===== src/rtl/cr_xer_file_pkg.sv =====
// Shared widths, bit indices and helpers for the XER/CR state holder.
// Field/bit numbering is big-endian: bit 0 is the MSB.
package cr_xer_file_pkg;

  localparam int XER_WIDTH = 32;
  localparam int CR_WIDTH  = 32;
  localparam int CR0_WIDTH = 4;
  localparam int CR_FIELDS = 8;
  localparam int FXM_WIDTH = CR_FIELDS;

  localparam int XER_SO = 0;
  localparam int XER_OV = 1;
  localparam int XER_CA = 2;

  typedef logic [0:XER_WIDTH-1] xer_t;
  typedef logic [0:CR_WIDTH-1]  cr_t;
  typedef logic [0:FXM_WIDTH-1] fxm_t;
  typedef logic [0:CR0_WIDTH-1] crf_t;

  typedef struct packed {
    logic xer_v;
    logic cr_v;
    xer_t xer;
    cr_t  cr;
  } inflight_t;

  function automatic cr_t cr_merge(
    input cr_t base,
    input cr_t wd,
    input cr_t mask
  );
    return (base & ~mask) | (wd & mask);
  endfunction

  function automatic crf_t cr_field(
    input cr_t cr,
    input int  idx
  );
    return cr[CR0_WIDTH*idx +: CR0_WIDTH];
  endfunction

  function automatic logic xer_so(input xer_t x);
    return x[XER_SO];
  endfunction

endpackage


===== src/rtl/cr_xer_file_if.sv =====
// Flag-output stage <-> XER/CR file bundle.
// master: flag-output stage, slave: cr_xer_file.
interface cr_xer_if;
  import cr_xer_file_pkg::*;

  logic stall;
  logic flush;
  logic xer_we;
  xer_t xer_wd;
  logic cr_we;
  cr_t  cr_wd;
  fxm_t cr_fxm;
  xer_t XERrd;
  cr_t  CRrd;
  xer_t xer_arch;
  cr_t  cr_arch;
  logic hazard;

  modport master (
    output stall, flush,
    output xer_we, xer_wd,
    output cr_we, cr_wd, cr_fxm,
    input  XERrd, CRrd,
    input  xer_arch, cr_arch,
    input  hazard
  );

  modport slave (
    input  stall, flush,
    input  xer_we, xer_wd,
    input  cr_we, cr_wd, cr_fxm,
    output XERrd, CRrd,
    output xer_arch, cr_arch,
    output hazard
  );

endinterface


===== src/rtl/cr_fxm_expand.sv =====
// Expands an 8-bit mtcrf field mask to a 32-bit CR bit mask.
// fxm bit i covers CR[4i:4i+3].
module cr_fxm_expand
  import cr_xer_file_pkg::*;
(
  input  fxm_t fxm_i,
  output cr_t  mask_o
);

  for (genvar i = 0; i < CR_FIELDS; i++) begin : g_fld
    assign mask_o[CR0_WIDTH*i +: CR0_WIDTH] = {CR0_WIDTH{fxm_i[i]}};
  end

endmodule


===== src/rtl/cr_xer_file.sv =====
// XER/CR architectural state with a one-deep in-flight entry.
// CR_XER_BYPASS_EN: forward the in-flight entry; else expose hazard.
module cr_xer_file
  import cr_xer_file_pkg::*;
(
  input  logic    clk,
  input  logic    rst_n,
  cr_xer_if.slave bus
);

  inflight_t p_q, p_d;
  xer_t      arch_xer_q, arch_xer_d;
  cr_t       arch_cr_q, arch_cr_d;

  cr_t  fxm_mask;
  cr_t  cr_base;
  xer_t xer_view;
  cr_t  cr_view;
  logic hazard;

  cr_fxm_expand u_fxm (
    .fxm_i  (bus.cr_fxm),
    .mask_o (fxm_mask)
  );

`ifdef CR_XER_BYPASS_EN
  // Views depend only on registers: no loop back into the flag stage.
  assign xer_view = p_q.xer_v ? p_q.xer : arch_xer_q;
  assign cr_view  = p_q.cr_v  ? p_q.cr  : arch_cr_q;
  assign cr_base  = cr_view;
  assign hazard   = 1'b0;
`else
  assign xer_view = arch_xer_q;
  assign cr_view  = arch_cr_q;
  assign cr_base  = arch_cr_q;
  assign hazard   = p_q.xer_v | p_q.cr_v;
`endif

  always_comb begin
    p_d        = p_q;
    arch_xer_d = arch_xer_q;
    arch_cr_d  = arch_cr_q;

    if (!bus.stall) begin
      if (p_q.xer_v) arch_xer_d = p_q.xer;
      if (p_q.cr_v)  arch_cr_d  = p_q.cr;
    end

    // flush kills valids even under stall; data is don't-care.
    if (bus.flush) begin
      p_d.xer_v = 1'b0;
      p_d.cr_v  = 1'b0;
    end else if (!bus.stall) begin
      p_d.xer_v = bus.xer_we;
      p_d.xer   = bus.xer_wd;
      p_d.cr_v  = bus.cr_we;
      p_d.cr    = cr_merge(cr_base, bus.cr_wd, fxm_mask);
    end
  end

  always_ff @(posedge clk or negedge rst_n) begin
    if (!rst_n) begin
      p_q        <= '0;
      arch_xer_q <= '0;
      arch_cr_q  <= '0;
    end else begin
      p_q        <= p_d;
      arch_xer_q <= arch_xer_d;
      arch_cr_q  <= arch_cr_d;
    end
  end

  assign bus.XERrd    = xer_view;
  assign bus.CRrd     = cr_view;
  assign bus.xer_arch = arch_xer_q;
  assign bus.cr_arch  = arch_cr_q;
  assign bus.hazard   = hazard;

endmodule

===== src/flat_wrapper.sv =====
// flat-port wrapper written by rule: the top's interface ports become plain ports
module cr_xer_file_flat import cr_xer_file_pkg::*;
  (clk, rst_n, bus_stall, bus_flush, bus_xer_we, bus_xer_wd, bus_cr_we, bus_cr_wd, bus_cr_fxm, bus_XERrd, bus_CRrd, bus_xer_arch, bus_cr_arch, bus_hazard);
  cr_xer_if bus_i ();
  input  logic clk;
  input  logic rst_n;
  input wire logic [$bits(bus_i.stall)-1:0] bus_stall;
  input wire logic [$bits(bus_i.flush)-1:0] bus_flush;
  input wire logic [$bits(bus_i.xer_we)-1:0] bus_xer_we;
  input wire logic [$bits(bus_i.xer_wd)-1:0] bus_xer_wd;
  input wire logic [$bits(bus_i.cr_we)-1:0] bus_cr_we;
  input wire logic [$bits(bus_i.cr_wd)-1:0] bus_cr_wd;
  input wire logic [$bits(bus_i.cr_fxm)-1:0] bus_cr_fxm;
  output wire logic [$bits(bus_i.XERrd)-1:0] bus_XERrd;
  output wire logic [$bits(bus_i.CRrd)-1:0] bus_CRrd;
  output wire logic [$bits(bus_i.xer_arch)-1:0] bus_xer_arch;
  output wire logic [$bits(bus_i.cr_arch)-1:0] bus_cr_arch;
  output wire logic [$bits(bus_i.hazard)-1:0] bus_hazard;
  assign bus_i.stall = bus_stall;
  assign bus_i.flush = bus_flush;
  assign bus_i.xer_we = bus_xer_we;
  assign bus_i.xer_wd = bus_xer_wd;
  assign bus_i.cr_we = bus_cr_we;
  assign bus_i.cr_wd = bus_cr_wd;
  assign bus_i.cr_fxm = bus_cr_fxm;
  assign bus_XERrd = bus_i.XERrd;
  assign bus_CRrd = bus_i.CRrd;
  assign bus_xer_arch = bus_i.xer_arch;
  assign bus_cr_arch = bus_i.cr_arch;
  assign bus_hazard = bus_i.hazard;
  cr_xer_file u_core (.clk(clk), .rst_n(rst_n), .bus(bus_i));
endmodule

===== config.mk =====
export PLATFORM = sky130hd
export DESIGN_NAME = cr_xer_file_flat
export DESIGN_NICKNAME = d
export VERILOG_FILES = /design/src/rtl/cr_xer_file_pkg.sv /design/src/rtl/cr_xer_file_if.sv /design/src/rtl/cr_fxm_expand.sv /design/src/rtl/cr_xer_file.sv /design/src/flat_wrapper.sv
export SDC_FILE = /design/constraint.sdc
export NUM_CORES = 1
export LEC_CHECK = 0
export ABC_AREA = 1
export BUFFER_PORTS_ARGS = -buffer_cell sky130_fd_sc_hd__buf_2
export CORE_MARGIN = 3
export CORE_UTILIZATION = 55
export CTS_BUF_LIST = sky130_fd_sc_hd__clkbuf_16
export DETAILED_ROUTE_END_ITERATION = 8
export GPL_TIMING_DRIVEN = 0
export PLACE_DENSITY_LB_ADDON = 0.05
export SYNTH_ARGS = -nofsm -noshare
export SYNTH_HDL_FRONTEND = slang
export SYNTH_HIERARCHICAL = 1
export SYNTH_SLANG_ARGS = --single-unit

===== constraint.sdc =====
create_clock -name clk -period 1.7 [get_ports clk]
set_clock_uncertainty 0.1 [all_clocks]
set_input_delay 0.34 -clock clk [delete_from_list [all_inputs] [get_ports clk]]
set_output_delay 0.34 -clock clk [all_outputs]
set_load 0.03 [all_outputs]

Yosys cells after proc, flatten, opt, wreduce, memory -nomap -nowiden:

Index checks and enable logic that the tools add are counted.
W data, S select, Z words.

* equality and inequality tests: 1
* muxes and demuxes: 2
* bitwise operators: 7
* reductions and logical operators: 3

Operator list (number)
* $mux W66: 1
* $and A32 B32 Y32: 2
* $not A32 Y32: 1
* $or A32 B32 Y32: 1
* $reduce_and A2 Y1: 3
* $mux W2: 1
* $ne A2 B1 Y1 const B: 1
* $not A1 Y1: 2
* $or A1 B1 Y1: 1

* bits in registers: 130
* input port bits: 78
* output and inout bits: 129
* logic and storage cells: 19

Longest topological paths before layout:

Gate-level depths: netlist (run 1).

* depth after elaboration: 5
* mapped depth: 5
* gate-level depth less buffers: 4

Modules after synthesis:

The synthesis (run 1) kept the hierarchy.

By module, submodules not included
* cr_xer_file: instances 1, cells each 748, area each 6044.5 um^2, seq. area each 3253.1 um^2
* cr_fxm_expand: instances 1, cells each 32, area each 240.2 um^2, seq. area each 0.0 um^2

Worst setup path before layout (run 1):

OpenSTA, ideal clock, no wires.

* kind: register to output
* from: register u_core/p_q[64] (netlist name)
* to: output bus_hazard
* data arrival time: 0.859 ns
* data required time: 1.260 ns
* path slack: 0.401 ns
* stages on the path, launching flop included: 3
* path buffers: 1
* path through: dfrtp_1 -> buf_2 -> or2_2

* cells in the longest elaborated chain, start to end: 1

RTL lines
* from (decl): line cr_xer_file.sv:11 `inflight_t p_q, p_d;`
* from (signal assigned): line cr_xer_file.sv:67 `p_q <= p_d;`
* $or A1 B1 Y1: line cr_xer_file.sv:36 `assign hazard = p_q.xer_v | p_q.cr_v;`
* to (decl): line flat_wrapper.sv:18 `output wire logic [$bits(bus_i.hazard)-1:0] bus_hazard;`

Every way passes these cells.

Worst setup path after layout (run 1):

Ends and elaborated chain as after synthesis.

==> metrics, run 1 <==
final period utilization 0.956; Syn. warnings 6; Hold WC Path Type input pin to register; Core Region 0.0110 mm2; CTS tree built; RSZ-0062 raised after global routing no; Root Buffer clkbuf_16; final worst slack between 0.07 and 0.08 ns; total power between 10 and 15 mW; Syn Area/Cell between 8 and 9 um2; design area around 0.0081 mm2; vias in the first global route ~4900; Clk Latency, worst-skew pair roughly 0.41 ns; DIE AREA 0.0127 mm2; FFs w/ async S/R, synth 1.00; Initial Utilization 0.572; DIE HEIGHT ~110 um; peak supply drop 0.933 mV; Final GP Congestion 0.752; Primary FF master, synth dfrtp_1; Reg clk slew, reported paths approximately 0.05 ns; Max Fclk a little over 600 MHz; Clock Tree Buf Depth 2; Slew Viols, Final 0; largest net degree at the start of global routing around 70; Final nets 1078; DRT iter0 DRCs between 200 and 300; Post-synth top cells nand2_1 (260), dfrtp_1 (130), inv_1 (130); first-pass GRT wire length between 20000 and 25000 um; MaxCap Viol Count 0; Ports 207; Slew headroom 0.621; leakage 4.92 nW; DRT Wirelength roughly 14000 um; PwrDens about 1400 mW/mm2; setup slack at placement around 0.22 ns; # diodes 0; crit path kind register to output port; fin crit period about 1.6 ns; Avg WL per Cell about 12 um; Worst path max stage delay about 0.40 ns; via count approximately 5300; Critical Path AT between 1 and 1.5 ns; Worst-Margin Slew approximately 0.57 ns; placed cell areas 0.00748 mm2; Worst Path Max Fanout 2; CP cell instances or2_4 -> buf_6; HPWL Detailed 9800 um; Synth Register Bits 130; Startpoint Class register; Global Route Usage Sum 0.225; setup violators final 0; most numerous cell in the Yosys netlist nand2_1; drc violations 0; # port buffers slightly below 200; number of buffers created by CTS 17; Area Growth Syn to Fin 29.0%; share of cells above drive strength 1 0.348; H-tree depth 4; sequential fraction of the synthesis area 0.518; grt ovf 0; ANT nets after route 0; mapped cell area 0.00628 mm2; DRT Pass-1 Iters 5; vias per cell between 4 and 5; largest area contributor in the netlist dfrtp_1; CTS Sinks 130; Final Util 0.738; Mapped Cells 780; initial antenna violation count 0; synthesized netlist net count approximately 860; std cell rows 38; Die Wd around 110 um; Total Neg Setup Slack 0 ns; EDFF count, synth 0; CP endpoint kind output port; Filler cells approximately 860; Critical Path RT roughly 1.3 ns; Netlist cell types 16; Final Hold Viols 0; top post-synthesis cells by area dfrtp_1 (52%), nand2_1 (16%), buf_4 (12%); post-synth top area share 0.518; Critical-path top delay cell dfrtp_2; status complete, no violations
==> flip-flops by register name, indices dropped and copies added (netlist names) <==
register / count
u_core/p_q: 66
u_core/bus.XERrd: 32
u_core/bus.CRrd: 32
==> layout by cell type (no fill, tap or decap) <==
master / count
buf_1: 5
buf_16: 1
buf_2: 210
buf_4: 102
buf_6: 4
bufinv_16: 3
clkbuf_1: 3
clkbuf_16: 17
clkinv_1: 2
clkinv_2: 4
clkinv_4: 2
clkinvlp_4: 3
dfrtp_1: 129
dfrtp_2: 1
dlygate4sd3_1: 1
inv_1: 130
inv_2: 1
inv_6: 1
nand2_1: 260
nand2_2: 1
nand2_4: 1
nand3_1: 66
nor2_4: 1
o21ai_0: 61
o21ai_1: 3
or2_4: 1
==> cell type report <==
type                            count  area, um2  share of cell area
Inverter                          131        492              0.0607
Clock buffer                       17        425              0.0525
Timing Repair Buffer              202       1060               0.130
Multi-Input combinational cell    394       1660               0.205
Tap cell                          140        175              0.0216
Sequential cell                   130       3250               0.401
Clock inverter                     15        166              0.0205
Buffer                            124        873               0.108
==> logic make-up (layout without fill, tap and decap cells) <==
family | after synthesis | in the layout | synth area share
buffers and inverters | 256 | 489 | 0.218
flip-flops | 130 | 130 | 0.518
AND/OR/NAND/NOR | 330 | 330 | 0.213
AO/OA/AOI/OAI | 64 | 64 | 0.0510
==> per-layer routing <==
metal	up-vias	share of wire	global-route usage
met3	12	0.068	0.0556
li1	2689	-	-
met4	0	0.010	0.0697
met2	159	0.48	0.354
met5	-	0	0
met1	2433	0.45	0.311
==> metrics by stage <==
stage / hold WS [ns] / cells
floorplan: -0.0556 / 780
global placement: 0.362 / 1118
detailed placement: 0.246 / 1119
CTS: 0.0200 / 1153
global route: 0.0276 / 1153
finish: 0.0288 / 1153
==> where the power goes <==
| group | internal [mW] | switching [mW] | leakage [nW] |
|---|---|---|---|
| registers | 3.69 | 0.454 | 1.64 |
| logic | 1.37 | 2.47 | 3.00 |
| clock network | 2.29 | 1.34 | 0.284 |
==> timing repair <==
action	CTS	global route
setup buffers	2	0
hold endpoints to repair	59	0
hold buffers	1	0
resized for setup	3	1
setup endpoints to repair	1	1
==> worst paths after layout <==
kind | from | to | slack (ns) | cells past startpoint
min in group asynchronous | rst_n | u_core/bus.XERrd[6] | 0.37 | 2
max reg2reg | u_core/p_q[64] | u_core/bus.CRrd[11] | 0.36 | 4
min | bus_xer_we | u_core/p_q[65] | 0.03 | 3
max in group asynchronous | rst_n | u_core/p_q[30] | 0.40 | 3
min reg2reg | u_core/p_q[3] | u_core/p_q[3] | 0.38 | 2
max | u_core/p_q[64] | bus_hazard | 0.07 | 2
==> critical path, delay by kind of cell, from the launching register on <==
kind | cells | cell delay [ns]
buf+inv | 1 | 0.14
flops | 1 | 0.40
simple gates | 1 | 0.25
Note: power is estimated with default switching activity, not from simulation.
==> inputs of run 2 (changes only) <==
--- a/config.mk
+++ b/config.mk
@@ -7,12 +7,14 @@
 export LEC_CHECK = 0
 export ABC_AREA = 1
 export BUFFER_PORTS_ARGS = -buffer_cell sky130_fd_sc_hd__buf_2
+export CORE_ASPECT_RATIO = 0.8
 export CORE_MARGIN = 3
 export CORE_UTILIZATION = 55
 export CTS_BUF_LIST = sky130_fd_sc_hd__clkbuf_16
 export DETAILED_ROUTE_END_ITERATION = 8
 export GPL_TIMING_DRIVEN = 0
-export PLACE_DENSITY_LB_ADDON = 0.05
+export PLACE_DENSITY_LB_ADDON = 0.08
+export SKIP_LAST_GASP = 1
 export SYNTH_ARGS = -nofsm -noshare
 export SYNTH_HDL_FRONTEND = slang
 export SYNTH_HIERARCHICAL = 1
==> run 2 against run 1 <==
Clock power decreased by 5%. Combinational power about the same. Die area hardly changed. Register-to-register slack is essentially flat. Flip-flop and latch count stayed put. Sequential share of layout area rose by 0.093 points. Via count decreased by 0.38%. Critical endpoint unchanged. Wire length is 2.7% higher. Largest cell class unchanged. Setup slack worse by 0.0086 ns. Critical path depth did not move. First-iteration DRC count grew 14%.
==> metrics, run 2 (synthesis results as in run 1) <==
Critical Path AT 1.19 ns (about the same); Worst path max stage delay 0.40 ns (about the same); Max Fclk 612 MHz (-0.53%); DRT iter0 DRCs 332 (+14%); fin crit period 1.63 ns (+0.00863 ns); placed cell areas 0.00749 mm2 (about the same); most common cell after layout, fill and taps aside nand2_1; grt ovf 0 (unchanged); crit path kind register to output port; number of buffers created by CTS 17 (unchanged); Seq. cell area 0.00325 mm2 (unchanged); Reg clk slew, reported paths 0.06 ns (about the same); PwrDens 1420 mW/mm2 (-1.1%); DIE HEIGHT 102 um (-10%); drc violations 0 (unchanged); DRT Wirelength 14500 um (+2.7%); Die Wd 126 um (+11%); Slew headroom 0.676 (+0.0551); final hold slack 0.0373 ns (+0.00846 ns); CTS Sinks 130 (unchanged); MaxCap Viol Count 0 (unchanged); Core Region 0.0110 mm2 (+0.32%); max reg flops 66 (unchanged); Top delay family on crit path flip-flops; Critical Path RT 1.26 ns (about the same); share of cells above drive strength 1 0.348 (-0.000644); Global Route Usage Sum 0.229 (+0.00368); Levels on crit path 2 (unchanged); DRT Pass-1 Iters 5 (unchanged); worst r2r src u_core/p_q[64]; Multi-input gate area 0.00166 mm2 (unchanged); Final GP Congestion 0.747 (-0.65%); vias in the first global route 4926 (+0.92%); Avg WL per Cell 12.6 um (+2.4%); design area 0.00809 mm2 (-0.23%); Root Buffer clkbuf_16; highest-count cells in the layout ignoring fill and taps nand2_1 (260), buf_2 (210), inv_1 (130); ANT nets after route 0 (unchanged); Clk Latency, worst-skew pair 0.41 ns (about the same); Worst-Margin Slew 0.485 ns (-0.0827 ns); r2r setup slk 0.36 ns (about the same); via count 5273 (-0.38%); # diodes 0 (unchanged); DIE AREA 0.0128 mm2 (about the same); Ports 207 (unchanged); Final Hold Viols 0 (unchanged); leakage 4.89 nW (-0.61%); Clock Tree Buf Depth 2 (unchanged); Hold WC Path Type input pin to register; Filler cells 877 (+1.6%); status complete, no violations; worst reg2reg path depth 4 (unchanged); CP cell instances or2_4 -> buf_6; RSZ-0062 raised after global routing no; CP bufs+invs 1 (unchanged); R2R Path End u_core/bus.CRrd[11]; Setup crit end bus_hazard; peak supply drop 0.977 mV (+4.8%); Startpoint Class register; first-pass GRT wire length 23400 um (+1.5%); total power 11.5 mW (-1.3%); CP startpoint u_core/p_q[64]; Critical-path top delay cell dfrtp_2; Slew Viols, Final 0 (unchanged); CP endpoint kind output port; setup violators final 0 (unchanged); Biggest register u_core/p_q; largest net degree at the start of global routing 102 (+42%); initial antenna violation count 1 (+1); # port buffers 198 (unchanged); std cell rows 34 (-11%); HPWL Detailed 9940 um (+1.4%); Final nets 1078 (unchanged); final period utilization 0.961 (+0.00508); vias per cell 4.56 (-0.64%); CTS tree built; Worst Path Max Fanout 2 (unchanged); Initial Utilization 0.570 (-0.00182); Area Growth Syn to Fin 28.7%; H-tree depth 4 (unchanged)
[run 2: worst reg2reg max path, stage by stage, from the launching register on]
cell and delay [ns]:
dfrtp_2 0.36, buf_4 0.16, buf_1 0.40, nand3_1 0.16
nand2_1 0.10
[run 2: metal layers]
metal  GRT usage  part of all wire  vias to the layer above
met5           0           0.00048                        -
met4      0.0492            0.0059                        2
met2       0.372              0.47                      151
li1            -                 -                     2682
met1       0.306              0.45                     2425
met3      0.0738             0.073                       13
[run 2: where the power goes]
part / switching [mW] / internal, mW
registers: 0.457 / 3.69
logic: 2.49 / 1.37
clock network: 1.32 / 2.13
total: 4.26 / 7.20
[run 2: stage by stage]
step / setup TNS, ns / utilization / worst slack, ns / std cells
global route: 0 / 0.734 / 0.0295 / 1156
global placement: -197.50 / 0.677 / -1.53 / 1122
CTS: 0 / 0.734 / 0.00176 / 1156
detailed placement: 0 / 0.680 / 0.218 / 1123
finish: 0 / 0.734 / 0.0659 / 1156
floorplan: 0 / - / 0.401 / 780
[run 2: cell type report]
type	instances	area share
well taps	144	0.0223
plain buffers	124	0.108
flip-flops and latches	130	0.402
inverters	131	0.0608
repair buffers	202	0.131
clock buffers	17	0.0526
clock inverters	14	0.0176
multi-input cells	394	0.206
[run 2: timing repair]
action	4_1_cts	5_1_grt
resized for setup	3	1
endpoints found under the setup margin	1	1
endpoints found under the hold margin	29	0
hold buffers	1	0
buffers inserted	2	0
[run 2: how the worst min path moves through the flow]
stage                             start                  end  slack [ns]  cells past startpoint
after floorplan                   rst_n   u_core/bus.CRrd[0]       -0.06                      0
after global placement    u_core/p_q[9]        u_core/p_q[9]        0.36                      2
after detailed placement          rst_n  u_core/bus.XERrd[4]        0.13                      1
after CTS                 bus_xer_wd[4]       u_core/p_q[36]        0.03                      3
after global routing         bus_xer_we       u_core/p_q[65]        0.04                      3
final                     bus_xer_wd[4]       u_core/p_q[36]        0.04                      3
==> inputs of run 3 (changes only) <==
--- a/config.mk
+++ b/config.mk
@@ -14,6 +14,7 @@
 export DETAILED_ROUTE_END_ITERATION = 8
 export GPL_TIMING_DRIVEN = 0
 export PLACE_DENSITY_LB_ADDON = 0.08
+export RECOVER_POWER = 100
 export SKIP_LAST_GASP = 1
 export SYNTH_ARGS = -nofsm -noshare
 export SYNTH_HDL_FRONTEND = slang
==> run 3 against run 2 <==
Non-clock buffer count unchanged. Cell count unchanged. Fmax shrank 0.18%. First-iteration DRC count shrank 19%. Sequential power about the same. Via count up 0.34%. Wire length is 0.30% higher.
==> metrics, run 3 (synthesis results as in run 1) <==
status complete, no violations; internal power 7.09 mW (-1.6%); Multi-input gate area 0.00165 mm2 (-0.90%); vias in the first global route 4926 (unchanged); CP endpoint kind output port; Slew Viols, Final 0 (unchanged); Clock Tree Buf Depth 2 (unchanged); Reg power frac 0.366 (+0.004); final std cells w/o fill 1156 (unchanged); Reg clk slew, reported paths 0.06 ns (about the same); DRT iter0 DRCs 269 (-19%); Ports 207 (unchanged); Biggest register u_core/p_q; H-tree depth 4 (unchanged); fin crit period 1.64 ns (+0.00301 ns); # port buffers 198 (unchanged); CTS tree built; number of buffers created by CTS 17 (unchanged); Comb power frac 0.330 (-0.007); ANT nets after route 0 (unchanged); Worst-Margin Slew 0.666 ns (+0.180 ns); Final nets 1078 (unchanged); PwrDens 1430 mW/mm2 (+0.71%); MaxCap Viol Count 0 (unchanged); DIE HEIGHT 102 um (unchanged); RSZ-0062 raised after global routing no; most common cell after layout, fill and taps aside nand2_1; Initial Utilization 0.570 (unchanged); Worst path max stage delay 0.40 ns (about the same); Filler cells 918 (+4.7%); Die Wd 126 um (unchanged); Final GP Congestion 0.747 (unchanged); DRT Wirelength 14600 um (+0.30%); Startpoint Class register; Sw Share 0.377 (+0.00572); hold path start bus_xer_wd[4]; peak supply drop 0.953 mV (-2.4%); DRT Pass-1 Iters 5 (unchanged); Hold WC Path Type input pin to register; Root Buffer clkbuf_16; Inst Count DP 1123 (unchanged); P_sw 4.30 mW (+0.80%); share of cells above drive strength 1 0.278 (-0.0702); Worst Path Max Fanout 2 (unchanged); Core Region 0.0110 mm2 (unchanged); Critical Path RT 1.26 ns (about the same); Clk Latency, worst-skew pair 0.41 ns (about the same); CP startpoint u_core/p_q[64]; max reg flops 66 (unchanged); worst r2r src u_core/p_q[64]; leakage 4.62 nW (-5.5%); design area 0.00797 mm2 (-1.4%); Critical-path top delay cell dfrtp_2; setup violators final 0 (unchanged); # diodes 0 (unchanged); CTS Sinks 130 (unchanged); Global Route Usage Sum 0.229 (unchanged); via count 5291 (+0.34%); Slew headroom 0.555 (-0.122); CP cell instances or2_4 -> buf_6; grt ovf 0 (unchanged); first-pass GRT wire length 23400 um (unchanged); placed cell areas 0.00749 mm2 (unchanged); drc violations 0 (unchanged); Area Growth Syn to Fin 26.9%; HPWL Detailed 9940 um (unchanged); Seq. cell area 0.00325 mm2 (unchanged); DIE AREA 0.0128 mm2 (unchanged); largest net degree at the start of global routing 102 (unchanged); Max Fclk 611 MHz (-0.18%); total power 11.4 mW (-0.73%); Final Util 0.724 (-0.0104); final period utilization 0.963 (+0.00177); Critical Path AT 1.20 ns (about the same); crit path kind register to output port; highest-count cells in the layout ignoring fill and taps nand2_1 (261), inv_1 (130), dfrtp_1 (129); Avg WL per Cell 12.6 um (+0.30%); clock network power share 0.304 (+0.003); initial antenna violation count 1 (unchanged); vias per cell 4.58 (+0.34%); Final Hold Viols 0 (unchanged); std cell rows 34 (unchanged)
==> run 3: cell types whose count changed in the layout (fill, tap and decap cells not counted) <==
| cell | previous run | this run |
|---|---|---|
| o21ai_0 | 61 | 63 |
| clkbuf_2 | 0 | 75 |
| buf_4 | 102 | 99 |
| nand2_4 | 1 | 0 |
| buf_6 | 4 | 3 |
| nor2_1 | 0 | 1 |
| clkbuf_1 | 3 | 73 |
| buf_1 | 5 | 4 |
| nand2_1 | 260 | 261 |
| nor2_4 | 1 | 0 |
| buf_2 | 210 | 70 |
| o21ai_1 | 3 | 1 |
==> run 3: power by group through the flow <==
stage               logic [mW]  clock network, mW  registers [mW]
floorplan                 2.08                  0            4.85
global placement          3.80                  0            4.18
detailed placement        3.86                  0            4.19
CTS                       3.89               3.51            4.16
global route              4.08               3.64            4.26
finish                    3.76               3.46            4.16
==> run 3: path summary, 6_finish.rpt <==
path	slack, ns	cells after the start	endpoint
worst min register to register	0.38	2	u_core/p_q[5]
min in group asynchronous	0.27	2	u_core/bus.XERrd[4]
worst min-delay path	0.03	3	u_core/p_q[36]
worst max register to register	0.16	4	u_core/bus.CRrd[11]
worst max-delay path	0.06	2	bus_hazard
max in group asynchronous	0.45	3	u_core/p_q[64]
==> run 3: timing repair <==
action,4_1_cts,5_1_grt
hold buffers,1,0
setup endpoints to repair,1,1
buffers inserted,2,0
resized for setup,3,1
hold endpoints to repair,29,0
==> run 3: area by class of cell <==
cell class | count | share of cell area
buffer | 124 | 0.108
multi-input combinational | 394 | 0.207
tap | 144 | 0.0226
clock buffer | 17 | 0.0534
inverter | 131 | 0.0617
timing repair buffer | 202 | 0.122
sequential | 130 | 0.408
clock inverter | 14 | 0.0179
==> run 3: critical path: cells and delay by family (launching register included) <==
family / cells / cell delay (ns)
flops: 1 / 0.40
simple gates: 1 / 0.25
buf+inv: 1 / 0.14
==> run 3: per-layer routing <==
metal / routed length, um / track usage
met1: 6470 / 0.306
met2: 6860 / 0.372
met3: 1130 / 0.0738
met4: 93 / 0.0492
met5: 7 / 0
==> run 3: stage by stage <==
stage	hold WS [ns]	TNS (ns)	setup slack, ns
2_1_floorplan	-0.0556	0	0.401
3_3_place_gp	0.362	-197.50	-1.53
3_5_place_dp	0.132	0	0.218
4_1_cts	0.0252	0	0.00176
5_1_grt	0.0376	0	0.0301
6_report	0.0329	0	0.0629
